`src/rtl/pipe_hazard_ctrl_if.sv`:
```
// Signal bundle between the MIPS pipeline registers and the hazard controller.
// master = datapath side, slave = controller side.
interface pipe_hazard_ctrl_if #(
    parameter int RBITS   = 5,
    parameter int CNTBITS = 32
);
    logic [RBITS-1:0]   i_id_rs, i_id_rt;
    logic               i_id_use_rs, i_id_use_rt;
    logic               i_id_flush_req, i_id_halt;
    logic [RBITS-1:0]   i_ex_rd;
    logic               i_ex_regwrite, i_ex_memread;
    logic [RBITS-1:0]   i_mem_rd;
    logic               i_mem_regwrite, i_mem_access;
    logic [RBITS-1:0]   i_wb_rd;
    logic               i_wb_regwrite;
    logic               i_dbg_mode, i_dbg_step;
    logic [1:0]         o_fwd_a, o_fwd_b;
    logic               o_write_pc, o_ifid_write, o_ifid_flush;
    logic               o_idex_bubble, o_freeze, o_halted;
    logic [CNTBITS-1:0] o_cycle_cnt, o_stall_cnt;

    modport master (
        output i_id_rs, i_id_rt, i_id_use_rs, i_id_use_rt, i_id_flush_req, i_id_halt,
               i_ex_rd, i_ex_regwrite, i_ex_memread, i_mem_rd, i_mem_regwrite,
               i_mem_access, i_wb_rd, i_wb_regwrite, i_dbg_mode, i_dbg_step,
        input  o_fwd_a, o_fwd_b, o_write_pc, o_ifid_write, o_ifid_flush,
               o_idex_bubble, o_freeze, o_halted, o_cycle_cnt, o_stall_cnt
    );

    modport slave (
        input  i_id_rs, i_id_rt, i_id_use_rs, i_id_use_rt, i_id_flush_req, i_id_halt,
               i_ex_rd, i_ex_regwrite, i_ex_memread, i_mem_rd, i_mem_regwrite,
               i_mem_access, i_wb_rd, i_wb_regwrite, i_dbg_mode, i_dbg_step,
        output o_fwd_a, o_fwd_b, o_write_pc, o_ifid_write, o_ifid_flush,
               o_idex_bubble, o_freeze, o_halted, o_cycle_cnt, o_stall_cnt
    );
endinterface

```
`src/rtl/pipe_hazard_ctrl.sv`:
```
// Central hazard / pipeline-control unit for the 5-stage MIPS datapath:
// forwarding selects, load-use stall, branch flush, data-memory wait,
// HALT drain, debug single-step and performance counters.
module pipe_hazard_ctrl #(
    parameter int RBITS   = 5,
    parameter int MEM_LAT = 0,
    parameter int CNTBITS = 32
) (
    input  logic              i_clk,
    input  logic              i_rst,
    pipe_hazard_ctrl_if.slave bus
);
    typedef enum logic [2:0] {RUN, MEMWAIT, DRAIN, HALTED, STEPHOLD} state_t;

    localparam logic [3:0] LAT      = 4'(MEM_LAT);
    localparam bit         HAS_WAIT = (MEM_LAT > 0);

    state_t             state_q, ret_q;
    logic [1:0]         drain_q;
    logic [3:0]         wait_q;
    logic               done_q;       // access in MEM has finished its wait
    logic               step_q;       // previous i_dbg_step level
    logic [CNTBITS-1:0] cyc_q, cyc_d, stall_q, stall_d;

    logic ex_ok, mem_ok, wb_ok, load_use, frozen, mem_trig, step_rise;
    logic wpc, ifw, ifl, bub, frz;

    // First match in EX, MEM, WB order wins; 00 selects the register bank.
    function automatic logic [1:0] fwd_sel(input logic ex_m, input logic mem_m, input logic wb_m);
        if (ex_m)       return 2'b01;
        else if (mem_m) return 2'b10;
        else if (wb_m)  return 2'b11;
        else            return 2'b00;
    endfunction

    assign ex_ok  = bus.i_ex_regwrite  && (bus.i_ex_rd  != '0);
    assign mem_ok = bus.i_mem_regwrite && (bus.i_mem_rd != '0);
    assign wb_ok  = bus.i_wb_regwrite  && (bus.i_wb_rd  != '0);

    assign load_use = bus.i_ex_memread && (bus.i_ex_rd != '0) &&
                      ((bus.i_id_use_rs && bus.i_ex_rd == bus.i_id_rs) ||
                       (bus.i_id_use_rt && bus.i_ex_rd == bus.i_id_rt));

    assign frozen    = (state_q == MEMWAIT) || (state_q == HALTED) || (state_q == STEPHOLD);
    // The access re-presented right after a wait is the completing one, not a new request.
    assign mem_trig  = bus.i_mem_access && HAS_WAIT && !done_q;
    assign step_rise = bus.i_dbg_step && !step_q;

    // Pipeline register controls, priority freeze > drain > load_use > flush.
    always_comb begin
        wpc = 1'b0;
        ifw = 1'b0;
        ifl = 1'b0;
        bub = 1'b0;
        frz = 1'b0;
        if (!i_rst || frozen) begin
            frz = 1'b1;
        end else if (state_q == DRAIN) begin
            bub = 1'b1;
        end else if (load_use) begin
            bub = 1'b1;
        end else if (bus.i_id_flush_req) begin
            ifl = 1'b1;
            wpc = 1'b1;
        end else begin
            wpc = 1'b1;
            ifw = 1'b1;
        end
    end

    assign bus.o_write_pc    = wpc;
    assign bus.o_ifid_write  = ifw;
    assign bus.o_ifid_flush  = ifl;
    assign bus.o_idex_bubble = bub;
    assign bus.o_freeze      = frz;
    assign bus.o_halted      = (state_q == HALTED);
    assign bus.o_fwd_a = i_rst ? fwd_sel(ex_ok  && bus.i_ex_rd  == bus.i_id_rs,
                                         mem_ok && bus.i_mem_rd == bus.i_id_rs,
                                         wb_ok  && bus.i_wb_rd  == bus.i_id_rs) : 2'b00;
    assign bus.o_fwd_b = i_rst ? fwd_sel(ex_ok  && bus.i_ex_rd  == bus.i_id_rt,
                                         mem_ok && bus.i_mem_rd == bus.i_id_rt,
                                         wb_ok  && bus.i_wb_rd  == bus.i_id_rt) : 2'b00;
    assign bus.o_cycle_cnt   = cyc_q;
    assign bus.o_stall_cnt   = stall_q;

    // Saturating performance counters, advancing cycles only.
    always_comb begin
        cyc_d   = cyc_q;
        stall_d = stall_q;
        if (!frozen) begin
            if (~&cyc_q)                cyc_d   = cyc_q + 1'b1;
            if (load_use && ~&stall_q)  stall_d = stall_q + 1'b1;
        end
    end

    // Control FSM; a wait taken during DRAIN returns to DRAIN (or HALTED on the last step).
    always_ff @(posedge i_clk or negedge i_rst) begin
        if (!i_rst) begin
            state_q <= RUN;
            ret_q   <= RUN;
            drain_q <= 2'd0;
            wait_q  <= 4'd0;
            done_q  <= 1'b0;
            step_q  <= 1'b0;
            cyc_q   <= '0;
            stall_q <= '0;
        end else begin
            step_q  <= bus.i_dbg_step;
            cyc_q   <= cyc_d;
            stall_q <= stall_d;
            case (state_q)
                RUN: begin
                    done_q <= 1'b0;
                    if (mem_trig) begin
                        state_q <= MEMWAIT;
                        wait_q  <= LAT;
                        ret_q   <= RUN;
                    end else if (bus.i_id_halt && !load_use) begin
                        state_q <= DRAIN;
                        drain_q <= 2'd3;
                    end else if (bus.i_dbg_mode) begin
                        state_q <= STEPHOLD;
                    end
                end
                MEMWAIT: begin
                    if (wait_q <= 4'd1) begin
                        state_q <= ret_q;
                        done_q  <= 1'b1;
                    end else begin
                        wait_q  <= wait_q - 4'd1;
                    end
                end
                DRAIN: begin
                    done_q  <= 1'b0;
                    drain_q <= drain_q - 2'd1;
                    if (mem_trig) begin
                        state_q <= MEMWAIT;
                        wait_q  <= LAT;
                        ret_q   <= (drain_q == 2'd1) ? HALTED : DRAIN;
                    end else if (drain_q == 2'd1) begin
                        state_q <= HALTED;
                    end
                end
                HALTED: begin
                    state_q <= HALTED;
                end
                STEPHOLD: begin
                    if (!bus.i_dbg_mode || step_rise) state_q <= RUN;
                end
                default: state_q <= RUN;
            endcase
        end
    end
endmodule

```
`src/flat_wrapper.sv`:
```
// flat-port wrapper written by rule: the top's interface ports become plain ports
module pipe_hazard_ctrl_flat 
#(
    parameter int RBITS   = 5,
    parameter int MEM_LAT = 0,
    parameter int CNTBITS = 32
)
  (i_clk, i_rst, bus_i_id_rs, bus_i_id_rt, bus_i_id_use_rs, bus_i_id_use_rt, bus_i_id_flush_req, bus_i_id_halt, bus_i_ex_rd, bus_i_ex_regwrite, bus_i_ex_memread, bus_i_mem_rd, bus_i_mem_regwrite, bus_i_mem_access, bus_i_wb_rd, bus_i_wb_regwrite, bus_i_dbg_mode, bus_i_dbg_step, bus_o_fwd_a, bus_o_fwd_b, bus_o_write_pc, bus_o_ifid_write, bus_o_ifid_flush, bus_o_idex_bubble, bus_o_freeze, bus_o_halted, bus_o_cycle_cnt, bus_o_stall_cnt);
  pipe_hazard_ctrl_if #(.RBITS(RBITS), .CNTBITS(CNTBITS)) bus_i ();
  input  logic i_clk;
  input  logic i_rst;
  input wire logic [$bits(bus_i.i_id_rs)-1:0] bus_i_id_rs;
  input wire logic [$bits(bus_i.i_id_rt)-1:0] bus_i_id_rt;
  input wire logic [$bits(bus_i.i_id_use_rs)-1:0] bus_i_id_use_rs;
  input wire logic [$bits(bus_i.i_id_use_rt)-1:0] bus_i_id_use_rt;
  input wire logic [$bits(bus_i.i_id_flush_req)-1:0] bus_i_id_flush_req;
  input wire logic [$bits(bus_i.i_id_halt)-1:0] bus_i_id_halt;
  input wire logic [$bits(bus_i.i_ex_rd)-1:0] bus_i_ex_rd;
  input wire logic [$bits(bus_i.i_ex_regwrite)-1:0] bus_i_ex_regwrite;
  input wire logic [$bits(bus_i.i_ex_memread)-1:0] bus_i_ex_memread;
  input wire logic [$bits(bus_i.i_mem_rd)-1:0] bus_i_mem_rd;
  input wire logic [$bits(bus_i.i_mem_regwrite)-1:0] bus_i_mem_regwrite;
  input wire logic [$bits(bus_i.i_mem_access)-1:0] bus_i_mem_access;
  input wire logic [$bits(bus_i.i_wb_rd)-1:0] bus_i_wb_rd;
  input wire logic [$bits(bus_i.i_wb_regwrite)-1:0] bus_i_wb_regwrite;
  input wire logic [$bits(bus_i.i_dbg_mode)-1:0] bus_i_dbg_mode;
  input wire logic [$bits(bus_i.i_dbg_step)-1:0] bus_i_dbg_step;
  output wire logic [$bits(bus_i.o_fwd_a)-1:0] bus_o_fwd_a;
  output wire logic [$bits(bus_i.o_fwd_b)-1:0] bus_o_fwd_b;
  output wire logic [$bits(bus_i.o_write_pc)-1:0] bus_o_write_pc;
  output wire logic [$bits(bus_i.o_ifid_write)-1:0] bus_o_ifid_write;
  output wire logic [$bits(bus_i.o_ifid_flush)-1:0] bus_o_ifid_flush;
  output wire logic [$bits(bus_i.o_idex_bubble)-1:0] bus_o_idex_bubble;
  output wire logic [$bits(bus_i.o_freeze)-1:0] bus_o_freeze;
  output wire logic [$bits(bus_i.o_halted)-1:0] bus_o_halted;
  output wire logic [$bits(bus_i.o_cycle_cnt)-1:0] bus_o_cycle_cnt;
  output wire logic [$bits(bus_i.o_stall_cnt)-1:0] bus_o_stall_cnt;
  assign bus_i.i_id_rs = bus_i_id_rs;
  assign bus_i.i_id_rt = bus_i_id_rt;
  assign bus_i.i_id_use_rs = bus_i_id_use_rs;
  assign bus_i.i_id_use_rt = bus_i_id_use_rt;
  assign bus_i.i_id_flush_req = bus_i_id_flush_req;
  assign bus_i.i_id_halt = bus_i_id_halt;
  assign bus_i.i_ex_rd = bus_i_ex_rd;
  assign bus_i.i_ex_regwrite = bus_i_ex_regwrite;
  assign bus_i.i_ex_memread = bus_i_ex_memread;
  assign bus_i.i_mem_rd = bus_i_mem_rd;
  assign bus_i.i_mem_regwrite = bus_i_mem_regwrite;
  assign bus_i.i_mem_access = bus_i_mem_access;
  assign bus_i.i_wb_rd = bus_i_wb_rd;
  assign bus_i.i_wb_regwrite = bus_i_wb_regwrite;
  assign bus_i.i_dbg_mode = bus_i_dbg_mode;
  assign bus_i.i_dbg_step = bus_i_dbg_step;
  assign bus_o_fwd_a = bus_i.o_fwd_a;
  assign bus_o_fwd_b = bus_i.o_fwd_b;
  assign bus_o_write_pc = bus_i.o_write_pc;
  assign bus_o_ifid_write = bus_i.o_ifid_write;
  assign bus_o_ifid_flush = bus_i.o_ifid_flush;
  assign bus_o_idex_bubble = bus_i.o_idex_bubble;
  assign bus_o_freeze = bus_i.o_freeze;
  assign bus_o_halted = bus_i.o_halted;
  assign bus_o_cycle_cnt = bus_i.o_cycle_cnt;
  assign bus_o_stall_cnt = bus_i.o_stall_cnt;
  pipe_hazard_ctrl #(.RBITS(RBITS), .MEM_LAT(MEM_LAT), .CNTBITS(CNTBITS)) u_core (.i_clk(i_clk), .i_rst(i_rst), .bus(bus_i));
endmodule
```
`config.mk`:
```
export PLATFORM = sky130hd
export DESIGN_NAME = pipe_hazard_ctrl_flat
export DESIGN_NICKNAME = d
export VERILOG_FILES = /design/src/rtl/pipe_hazard_ctrl_if.sv /design/src/rtl/pipe_hazard_ctrl.sv /design/src/flat_wrapper.sv
export SDC_FILE = /design/constraint.sdc
export NUM_CORES = 1
export LEC_CHECK = 0
export ABC_CLOCK_PERIOD_IN_PS = 3400
export BUFFER_PORTS_ARGS = -buffer_cell sky130_fd_sc_hd__buf_2
export CAP_MARGIN = 40
export CORE_ASPECT_RATIO = 2
export CORE_MARGIN = 1.5
export CORE_UTILIZATION = 45
export CTS_CLUSTER_SIZE = 8
export DETAILED_ROUTE_END_ITERATION = 12
export GPL_TIMING_DRIVEN = 1
export PLACE_DENSITY = 0.75
export SLEW_MARGIN = 20
export SYNTH_ARGS = -nofsm -noshare
export SYNTH_HDL_FRONTEND = slang
export SYNTH_SLANG_ARGS = --single-unit
```
`constraint.sdc`:
```
create_clock -name i_clk -period 3.4 [get_ports i_clk]
set_clock_uncertainty 0.15 [all_clocks]
set_input_delay 0 -clock i_clk [delete_from_list [all_inputs] [get_ports i_clk]]
set_output_delay 0 -clock i_clk [all_outputs]
set_load 0.01 [all_outputs]
```
[Word-level counts from Yosys, hierarchy flattened]
Cells that the tools add are included.
Operators by class
  $add $sub $neg: 4
  $lt $le $gt $ge: 1
  equal/unequal tests: 16
  mux-type cells: 31
  bitwise operators: 3
  reduce and logical (&&, ||, !) cells: 38
Operators with widths (number)
  32-bit by 1-bit adder with 32-bit output, second input constant: 2
  32-bit AND reduction: 2
  5-bit equality test: 6
  2-bit 2-to-1 mux: 9
  1-bit logical AND: 16
  1-bit 2-to-1 mux: 15
  3-bit 2-to-1 mux: 5
  3-bit one-hot mux with 5 select lines: 1
  5-bit nonzero test: 3
  2-bit AND reduction: 4
  3-bit by 2-bit equality test with 1-bit output, second input constant: 2
  2-bit != test, second input constant: 3
  1-bit logical NOT: 5
  1-bit logical OR: 5
  4-bit by 1-bit less-or-equal comparator with 1-bit output, second input constant: 1
  2-bit one-hot mux with 2 select lines: 1
  4-bit AND reduction: 1
  4-bit by 1-bit subtractor with 4-bit output, second input constant: 1
  3-bit by 1-bit equality test with 1-bit output, second input constant: 1
  3-bit equality test, second input constant: 1
  3-bit logical NOT: 1
  3-bit by 2-bit != test with 1-bit output, second input constant: 1
  1-bit inverter: 3
  2-bit by 1-bit equality test with 1-bit output, second input constant: 1
  3 further kinds: 3
Word-level totals
  flip-flop bits (word level): 74
  input port bits: 38
  output and inout port bits: 74
  word-level logic and storage cells: 99

[Depth between registers and ports, before layout]
  depth after elaboration: 8
  gate-level depth with buffers: 8
  depth with buffers taken out: 7

[Least setup slack after synthesis]
Ideal clock, no wire load.
  path type: reg-to-reg
  from: reg u_core.stall_q[0], in the netlist u_core.bus.o_stall_cnt[0]
  to: reg u_core.stall_q[1], in the netlist u_core.bus.o_stall_cnt[1]
  setup time: 128 ps
  data arrival time: 1905 ps
  data required time: 3122 ps
  slack: 1218 ps
  cell stages (with the launch flop): 8
  buffers on the path: 1
  clock period less this slack: 2182 ps
  cells stage by stage: dfrtp_1 ha_1 nand3_2 nor4_4 and3_1 buf_6 nor2_1 mux2_1
Between the ends
  cells in the longest elaborated chain, start to end: 4
  elaborated cells on any way between the ends: 5
  classes of those cells: add/sub: 1; reduce/logical: 4
RTL lines
  from (decl): RTL line pipe_hazard_ctrl.sv:23  | logic [CNTBITS-1:0] cyc_q, cyc_d, stall_q, stall_d;
  from (signal assigned): RTL line pipe_hazard_ctrl.sv:110  | stall_q <= stall_d;
  parallel branches: the longest is 4 deep, another holds 32-bit by 1-bit adder with 32-bit output
Several ways; the timed one is not identified.
A chain may end at the register's enable or synchronous reset.

[Worst setup path after layout]
  from: reg u_core.state_q[1]
  to: out bus_o_ifid_write
Between the ends
  cells in the longest elaborated chain, start to end: 5
  elaborated cells on any way between the ends: 9
  classes of those cells: eq/ne: 4; mux: 2; reduce/logical: 3
RTL lines
  from (decl): RTL line pipe_hazard_ctrl.sv:18  | state_t state_q, ret_q;
  from (signal assigned): RTL line pipe_hazard_ctrl.sv:127  | state_q <= ret_q;
  3-bit by 1-bit equality test with 1-bit output or 3-bit by 2-bit equality test with 1-bit output (tied branches): RTL line pipe_hazard_ctrl.sv:44  | assign frozen = (state_q == MEMWAIT) || (state_q == HALTED) || (state_q == STEPHOLD);
  1-bit logical OR (2 in series): RTL line pipe_hazard_ctrl.sv:44
  1-bit logical OR: RTL line pipe_hazard_ctrl.sv:56  | if (!i_rst || frozen) begin
  1-bit 2-to-1 mux (*): RTL line pipe_hazard_ctrl.sv:56
  to (decl): RTL line flat_wrapper.sv:31  | output wire logic [$bits(bus_i.o_ifid_write)-1:0] bus_o_ifid_write;
Every way passes the cells marked *; elsewhere a longest branch is shown, timed or not.

==> results.md <==
* Library cells used by synthesis at 47
* Critical register-to-register path endpoint: u_core.bus.o_stall_cnt[7]$_DFFE_PN0P_
* First-pass GRT wire length at 16.93 mm
* Worst path buffer plus inverter count at 1
* Die span in x at 71.72 um
* Instance area after placement at 4905 um^2
* Maximum number of pins on one net before global-route repair at 62
* Register-to-register path setup slack at 0.83 ns
* Yosys warning count at 0
* Worst Slack Setup Final at 0.7740 ns
* Total setup buffers inserted after CTS at 0
* Post-Synthesis Net Count at 458
* WP data arrival at 2.48 ns
* Setup violators final at 0
* Sinks on Clock Net at 74
* Global route overflow at 0
* Max-slew violation count at 0
* Path class of the lowest-slack min-delay path: input pin to asynchronous set/reset pin
* Setup TNS Final at 0 ns
* Unrepaired setup endpoints after global routing: no
* Number of nets in the layout at 583
* Area of combinational cells with multiple inputs at 2298 um^2
* Required time of the worst setup path at 3.25 ns
* Detailed-router iteration count before antenna repair at 10
* CTS resizes at 0
* Type of the worst setup path: flop to output port
* Share of final-layout standard cells stronger than drive strength 1 at 29.36%
* Routed WL per cell at 15.74 um
* Y dimension of the die at 140.4 um
* Worst Setup End Kind: output port
* H-tree levels at 3
* Antenna diodes at 0
* Slowest cell on the critical path: nor4b_1
* Initial cell density of the core at 45.91%
* Top cell type's share of synthesized area at 43.57%
* Cell count of the worst reg-to-reg path at 7
* Most frequent cells in the layout: 109 x buf_2, 74 x dfrtp_1, 53 x xor2_1, 41 x xnor2_1, 37 x nand2_1
* Failing checks: DRC
* Overall routing resource usage at 21.11%
* Core area at 9259 um^2
* Result of the run: complete, but fails checks
* Relative area change from synthesis to final layout at 24.79%
* Final Wtd Congestion at 0.8472
* Dominant cells by area after synthesis: dfrtp_1 44%, xor2_1 11%, xnor2_1 8.4%
* Element type at the critical path start: flop
* Mapped Avg Cell Area at 10.24 um^2
* Clock transition at the registers of the reported paths at 0.06 ns
* WL final at 10.21 mm
* Max-cap viol count at 0
* Final hold violation count at 0
* Count of buffers from port buffering at 110
* Row cnt at 50
* Share of the yosys chip area belonging to registers at 43.57%
* Worst path top cell family by delay: simple AND/OR/NAND/NOR gates
* Die area at 10070 um^2
* Synthesized instance count at 415
* Clock tree from TritonCTS: done
* Highest attainable clock frequency at 380.8 MHz
* Max rail drop VDD at 0.0003802 V
* Final cycle utilization of the critical path at 77.23%
* Launch point of the worst reg-to-reg path: u_core.bus.o_stall_cnt[0]$_DFFE_PN0P_
* Most frequent standard cell in the layout excluding fill and tap cells: buf_2
* Ports placed on the boundary at 112
* Flip-flop and latch count after synthesis at 74
* Total of fill cells in the finished design at 809
* Routed vias at 3574
* CTS Buffer Depth at 2
* Post-placement setup slack at 0.8460 ns
* Hold-fix buffers, CTS at 6
* Sequential cell area at 1852 um^2
* Number of DRC markers after the initial detailed-route iteration at 169
* Final routed DRC violation total at 6
* Cells traversed along the worst timing path: nor2_1 -> a21oi_2 -> nand2_1 -> nor4b_1 -> nor2b_1 -> buf_2
* Clock root buffer master: clkbuf_16
* Stage delay of the slowest cell on the critical path at 0.63 ns
* Maximum fanout along the worst path at 9
* Ratio of total power to cell area at 466.4 nW/um^2
* Top cell type by total area after synthesis: dfrtp_1
* Worst slew slack as a fraction of its limit at 56.37%
* Worst-case hold slack at 0.09146 ns
* Number of nets still failing antenna checks after routing at 0
* Estimated wirelength of the detail-placed design at 7.749 mm
* Number of buffers created by CTS at 9
* Netlist area before placement at 4250 um^2
* Number of antenna violations at the first check in global routing at 0
* Post-route cell area at 5304 um^2
* Number of global-route vias before repair at 3675
* Power, Total at 2.474 mW
* Post-detailed-route via-to-cell ratio at 5.507
* Clock latency on the worst-skew pair at 0.33 ns
* Tmin final at 2.626 ns
* Leakage power summed over all cells at 2.645 nW
* Worst Tran Pin Value at 0.6454 ns
[metal layers]
metal	GRT usage (%)	part of all wire, %	vias to the layer above
met4	10.53	2.6	0
met2	39.33	56	103
met5	0	0	-
met3	3.094	3.8	20
met1	22.19	38	1727
li1	-	-	1724
[worst max-delay path by stage]
| stage | slack, ns | endpoint | from | depth (start not counted) |
|---|---|---|---|---|
| finish | 0.77 | bus_o_ifid_write | u_core.state_q[1]$_DFFE_PN0P_ | 6 |
| detailed placement | 0.85 | u_core.bus.o_stall_cnt[7]$_DFFE_PN0P_ | u_core.bus.o_stall_cnt[0]$_DFFE_PN0P_ | 7 |
| CTS | 0.79 | bus_o_ifid_write | u_core.state_q[1]$_DFFE_PN0P_ | 6 |
| global placement | 0.88 | u_core.bus.o_stall_cnt[7]$_DFFE_PN0P_ | u_core.bus.o_stall_cnt[0]$_DFFE_PN0P_ | 7 |
| global route | 0.64 | bus_o_ifid_write | u_core.state_q[1]$_DFFE_PN0P_ | 6 |
| floorplan | 1.22 | u_core.bus.o_stall_cnt[1]$_DFFE_PN0P_ | u_core.bus.o_stall_cnt[0]$_DFFE_PN0P_ | 7 |
[layout make-up]
cell class,instances,area share (%)
clock inverters,5,1.486
clock buffers,11,4.388
well taps,104,2.453
multi-input cells,323,43.34
inverters,11,0.7785
flip-flops and latches,74,34.91
repair buffers,121,12.64
[synthesized netlist by cell type, drive strengths merged]
library cell / n
nor4b: 3
nand3: 25
and4: 3
a21boi: 1
nand3b: 4
and2: 2
inv: 11
or4: 6
nor4: 27
dfrtp: 74
xnor2: 41
and3: 10
nand2: 38
a21oi: 5
nor3: 20
mux2: 3
nor2: 28
a31oi: 1
nand4: 21
o21ai: 7
a21o: 1
ha: 5
o22ai: 1
or2: 1
o21a: 3
nor3b: 4
o2111a: 2
or3: 2
xor2: 53
and3b: 1
buf: 7
nor2b: 5
[worst min-delay path: cells and delay by family]
kind / cells / cell delay [ns]
buffers and inverters: 3 / 0.94
[kinds of logic after synthesis]
kind of cell,count (synthesis),synth area share (%)
simple gates,200,29.06
xor+xnor,94,19.37
flops,74,43.57
compound gates,21,3.386
buf+inv,18,2.355
fa+ha+maj,5,1.472
mux,3,0.7948
[power by group]
group	total, mW	switching (mW)	internal [mW]
combinational	0.428	0.232	0.196
clock	0.993	0.352	0.641
sequential	1.05	0.102	0.950
[sequential cells by signal (all words and copies together) (netlist names)]
name and flops:
u_core.state_q 3, u_core.drain_q 2, u_core.bus.o_stall_cnt 32, u_core.step_q 1
u_core.wait_q 4, u_core.bus.o_cycle_cnt 32
[per-stage QoR]
| stage | cells | utilization (%) |
|---|---|---|
| 3_3_place_gp | 626 | 52.97 |
| 4_1_cts | 648 | 56.99 |
| 6_report | 649 | 57.28 |
| 5_1_grt | 649 | 57.28 |
| 2_1_floorplan | 415 | - |
| 3_5_place_dp | 626 | 52.97 |
No activity file was read; power rests on OpenSTA's default activity.
